==> src/rtl/fifo_synch_1r1w_cnt.sv <==
// Synchronous 1-read/1-write FIFO with valid-ready input, valid-yumi registered output,
// arbitrary capacity, occupancy count, almost-full/empty flags, flush and sticky error.
module fifo_synch_1r1w_cnt #(
    parameter int WIDTH_P     = 32,
    parameter int CAP_P       = 8,
    parameter int AF_THRESH_P = CAP_P - 1,
    parameter int AE_THRESH_P = 1
) (
    input  logic                       clk_i,
    input  logic                       reset_n_i,
    input  logic [WIDTH_P-1:0]         data_i,
    input  logic                       valid_i,
    output logic                       ready_o,
    output logic                       valid_o,
    output logic [WIDTH_P-1:0]         data_o,
    input  logic                       yumi_i,
    input  logic                       flush_i,
    output logic [$clog2(CAP_P+1)-1:0] count_o,
    output logic                       almost_full_o,
    output logic                       almost_empty_o,
    output logic                       err_o
);
    localparam int PTR_W = $clog2(CAP_P);
    localparam int CNT_W = $clog2(CAP_P + 1);
    localparam logic [CNT_W-1:0] CAP_C = CNT_W'(CAP_P);
    localparam logic [CNT_W-1:0] AF_C  = CNT_W'(AF_THRESH_P);
    localparam logic [CNT_W-1:0] AE_C  = CNT_W'(AE_THRESH_P);
    localparam logic [CNT_W-1:0] ONE_C = CNT_W'(1);

    logic [WIDTH_P-1:0] mem [CAP_P];
    logic [PTR_W-1:0]   wptr_q, wptr_d, rptr_q, rptr_d, rptr_nxt_s;
    logic [CNT_W-1:0]   count_q, count_d;
    logic [WIDTH_P-1:0] dout_q, dout_d;
    logic               err_q, err_d;
    logic               enq_s, deq_s;

    function automatic logic [PTR_W-1:0] ptr_inc(input logic [PTR_W-1:0] p);
        if (p == PTR_W'(CAP_P - 1)) begin
            return '0;
        end else begin
            return p + PTR_W'(1);
        end
    endfunction

    // Status outputs derived only from registered state.
    always_comb begin
        ready_o        = (count_q < CAP_C);
        valid_o        = (count_q != '0);
        almost_full_o  = (count_q >= AF_C);
        almost_empty_o = (count_q <= AE_C);
        count_o        = count_q;
        data_o         = dout_q;
        err_o          = err_q;
    end

    // Next-state computation; flush overrides any transfer in the same cycle.
    always_comb begin
        enq_s      = valid_i & ready_o & ~flush_i;
        deq_s      = yumi_i & valid_o & ~flush_i;
        rptr_nxt_s = ptr_inc(rptr_q);
        wptr_d     = wptr_q;
        rptr_d     = rptr_q;
        count_d    = count_q;
        dout_d     = dout_q;
        err_d      = err_q;
        if (flush_i) begin
            wptr_d  = '0;
            rptr_d  = '0;
            count_d = '0;
            err_d   = 1'b0;
        end else begin
            if (enq_s) begin
                wptr_d = ptr_inc(wptr_q);
            end else begin
                wptr_d = wptr_q;
            end
            if (deq_s) begin
                rptr_d = rptr_nxt_s;
            end else begin
                rptr_d = rptr_q;
            end
            if (yumi_i & ~valid_o) begin
                err_d = 1'b1;
            end else begin
                err_d = err_q;
            end
            case ({enq_s, deq_s})
                2'b10: begin
                    count_d = count_q + ONE_C;
                    if (count_q == '0) begin
                        dout_d = data_i;
                    end else begin
                        dout_d = dout_q;
                    end
                end
                2'b01: begin
                    count_d = count_q - ONE_C;
                    dout_d  = mem[rptr_nxt_s];
                end
                // With a single entry the next head is the word being written now.
                2'b11: begin
                    count_d = count_q;
                    if (count_q == ONE_C) begin
                        dout_d = data_i;
                    end else begin
                        dout_d = mem[rptr_nxt_s];
                    end
                end
                default: begin
                    count_d = count_q;
                    dout_d  = dout_q;
                end
            endcase
        end
    end

    // Control and output-buffer registers.
    always_ff @(posedge clk_i or negedge reset_n_i) begin
        if (!reset_n_i) begin
            wptr_q  <= '0;
            rptr_q  <= '0;
            count_q <= '0;
            dout_q  <= '0;
            err_q   <= 1'b0;
        end else begin
            wptr_q  <= wptr_d;
            rptr_q  <= rptr_d;
            count_q <= count_d;
            dout_q  <= dout_d;
            err_q   <= err_d;
        end
    end

    // Storage array, intentionally left unreset.
    always_ff @(posedge clk_i) begin
        if (enq_s) begin
            mem[wptr_q] <= data_i;
        end
    end
endmodule

==> config.mk <==
export PLATFORM = sky130hd
export DESIGN_NAME = fifo_synch_1r1w_cnt
export DESIGN_NICKNAME = d
export VERILOG_FILES = /design/src/rtl/fifo_synch_1r1w_cnt.sv
export SDC_FILE = /design/constraint.sdc
export NUM_CORES = 1
export LEC_CHECK = 0
export BUFFER_PORTS_ARGS = -buffer_cell sky130_fd_sc_hd__buf_2
export CAP_MARGIN = 15
export CORE_UTILIZATION = 42
export CTS_CLUSTER_DIAMETER = 80
export CTS_CLUSTER_SIZE = 14
export DETAILED_ROUTE_END_ITERATION = 16
export PLACE_DENSITY = 0.63
export SKIP_LAST_GASP = 1
export SYNTH_ARGS = -nofsm -noshare
export SYNTH_HDL_FRONTEND = slang
export SYNTH_SLANG_ARGS = --single-unit
==> constraint.sdc <==
create_clock -name clk_i -period 11.35 [get_ports clk_i]
set_input_delay 2.8375 -clock clk_i [delete_from_list [all_inputs] [get_ports clk_i]]
set_output_delay 2.8375 -clock clk_i [all_outputs]
set_load 0.02 [all_outputs]
==> results.md <==
- Status: complete, no violations
- FF/Latch Area: 8760 um2
- Hold Crit Class: flop to flop
- Hold Crit Depth: 1
- Post-Synthesis Cells: 655
- Worst Path Class, Setup: flop to primary output
- Vias in the first global route: 6532
- Detailed Place HPWL: 14800 um
- Clock sink count: 299
- Top Layer Used: met4
- Worst vdd ir: 124 uV
- Worst r2r path cells: 9
- DR WL met2: 11900 um
- Total Wirelength: 25000 um
- Yosys cell types: 45
- Mean Syn Cell Area: 18.6 um2
- Fin nets: 779
- Post-CTS Setup Inserts: 0
- Hold_buf cts: 0
- Final Hold Vio Count: 0
- TritonCTS clock tree: yes
- Final setup viols: 0
- Die Width: 172 um
- Reg2reg end: data_o[0]
- Area Overhead vs Synth: 13.2%
- M1 wire length: 11300 um
- GR Util All Layers: 17.2%
- Compound-Gate Fraction of Synth Area: 6.82%
- Metal3 WL: 1420 um
- Post-Synth Simple-Gate Area: 3.92%
- Seq/Total Area, Yosys: 72.0%
- Overflow after GRT: 0
- DRC: 0
- Yosys reg bits: 299
- Starting density of the core: 43.2%
- P_leak: 4.63 nW
- Worst skew pair latency: 520 ps
- Post-Syn Nets: 700
- Iter 0 DRT Violations: 686
- R2R Path Start: rptr_q[0]
- Cell Pwr Density: 194 nW/um2
- Die area: 29700 um2
- Pin count of the biggest net entering global routing: 70
- TritonCTS Buffers: 25
- Power Total: 2.68 mW
- Post-cts gate resize count: 0
- Clock transition at path regs: 70 ps
- TNS Setup: 0 ps
- Top cells by area in the synthesized netlist: edfxtp_1, mux4_2, dfrtp_1, mux2i_1, nand2_1
- Core Util, Final: 48.9%
- Top cells by count, synth: edfxtp_1, mux4_2, dfrtp_1
- Routed WL per cell: 22.1 um
- Crit. End Element: primary output
- Initial antenna violation count: 1
- Post-synthesis async set-or-reset flop share: 14.4%
- Top-level I/O count: 78
- Max-slew violation count: 0
- Worst clock skew: 6.68 ps
- Rel. slew slack: 23.2%
- Worst Slack Setup Final: 6460 ps
- Fillers: 2320
- Antenna Nets Post-Route: 0
- Post-DR vias/cell: 5.64
- Placement Setup Slack: 6070 ps
- Clock buffer depth: 3
- Post-synth top area share: 63.2%
- Drt pass-1 iters: 5
- Min-delay src: data_o[31]
- Required @ worst endpoint: 8510 ps
- Crit path max fanout: 8
- Die Height: 172 um
- Arr. time, crit path: 2050 ps
- Final GP Congestion: 0.912
- Hold EP: data_o[31]
- Synth Flop Type: edfxtp_1
- Level count of the clock H-tree: 1
- Worst Tran Pin Value: 1150 ps
- IO buf count: 77
- Share of cells above drive strength 1: 29.3%
- First-pass GRT wire length: 38200 um
- Post-synth EDFFs: 256
- Post-synthesis xor/xnor area fraction: 0%
- Peak Freq: 205 MHz
- Largest family of logic cells by synthesized area: multiplexers
- Reg2reg setup slack: 8040 ps
- Final cycle utilization of the critical path: 43.1%
- Max-cap viol count: 0
- CTS root buffer: clkbuf_16
- Unrepaired setup endpoints after global routing: no
- Row count: 61
- Post-Synth Adder-Cell Area: 0.822%
- Post-layout min period: 4890 ps
- Mux share of post-synthesis cell area: 14.5%
- Total number of yosys warnings: 0
- Post-Syn Area: 12200 um2
- Crit path launch type: flop
- Core Box Area: 28200 um2
- Count leader, synth: edfxtp_1
- Cell taking the most area after synthesis: edfxtp_1
- Multi-input logic area: 3240 um2
- DR vias: 6374
cell usage in the layout (no fill, tap or decap), types with 5 or more instances in the layout:
| master | Yosys | layout |
|---|---|---|
| edfxtp_1 | 256 | 256 |
| clkbuf_1 | 13 | 17 |
| clkbuf_16 | 0 | 25 |
| nand2b_1 | 5 | 5 |
| o21ai_0 | 13 | 13 |
| mux2i_1 | 29 | 29 |
| o22a_1 | 7 | 7 |
| nand3_1 | 8 | 8 |
| nor2_1 | 21 | 14 |
| a21oi_1 | 26 | 26 |
| a221oi_2 | 7 | 7 |
| mux4_2 | 59 | 59 |
| buf_2 | 12 | 77 |
| o21ai_1 | 10 | 10 |
| o221a_2 | 6 | 6 |
| buf_4 | 3 | 8 |
| a221o_1 | 5 | 5 |
| nand2_1 | 42 | 42 |
| o221a_1 | 10 | 10 |
| dfrtp_1 | 43 | 43 |
| a21o_1 | 6 | 6 |
| nor2_4 | 0 | 7 |
| a222oi_1 | 7 | 7 |
| inv_1 | 6 | 6 |
| ha_1 | 8 | 7 |
| nor3_1 | 8 | 6 |
| mux2_2 | 13 | 13 |
worst max-delay path: stages, from the launching register on:
cell and delay (ps):
dfrtp_1 470, inv_1 120, ha_1 190, nor3b_2 330, inv_1 220, buf_2 210
kinds of logic (layout without fill, tap and decap cells):
family	count (synthesis)	in the layout
DFF	299	299
AOI/OAI and AO/OA	105	105
muxes	101	101
and+or+nand+nor	98	98
buffers and inverters	44	140
adders and majority gates	8	8
other	0	1
sequential cells by signal (all words and copies together) (netlist names):
register	cells
count_o	4
data_o	32
err_o	1
mem	256
rptr_q	3
wptr_q	3
per-layer routing:
layer	global-route usage, %	vias up
li1	-	2823
met1	24.5	3294
met2	28.3	222
met3	2.72	35
met4	3.54	0
met5	0	-
final cells by class:
type / instances / share of cell area, %
flip-flops and latches: 299 / 63.6
multi-input cells: 312 / 23.5
clock buffers: 42 / 5.00
repair buffers: 90 / 4.12
well taps: 378 / 3.43
inverters: 6 / 0.164
clock inverters: 2 / 0.127
diodes: 1 / 0.0182
through the flow:
stage / cells / hold slack (ps) / cell area [um2]
finish: 1130 / 516 / 13800
global route: 1129 / 552 / 13800
CTS: 1124 / 524 / 13600
detailed placement: 1080 / 508 / 12900
global placement: 1080 / 485 / 12900
floorplan: 655 / 506 / 12200
worst max path at each step:
stage	start	end	cells past startpoint
2_1_floorplan	flush_i	mem[0][0]	3
3_3_place_gp	flush_i	data_o[6]	6
3_5_place_dp	valid_i	mem[5][20]	5
4_1_cts	count_o[0]	valid_o	5
5_1_grt	count_o[0]	valid_o	5
6_report	count_o[0]	valid_o	5
power breakdown:
part	switching, mW	internal (mW)	leakage [nW]
logic	0.335	0.243	1.45
registers	0.0557	1.27	2.84
clock network	0.359	0.414	0.337
total	0.750	1.93	4.63
(Power assumes the default switching activity.)
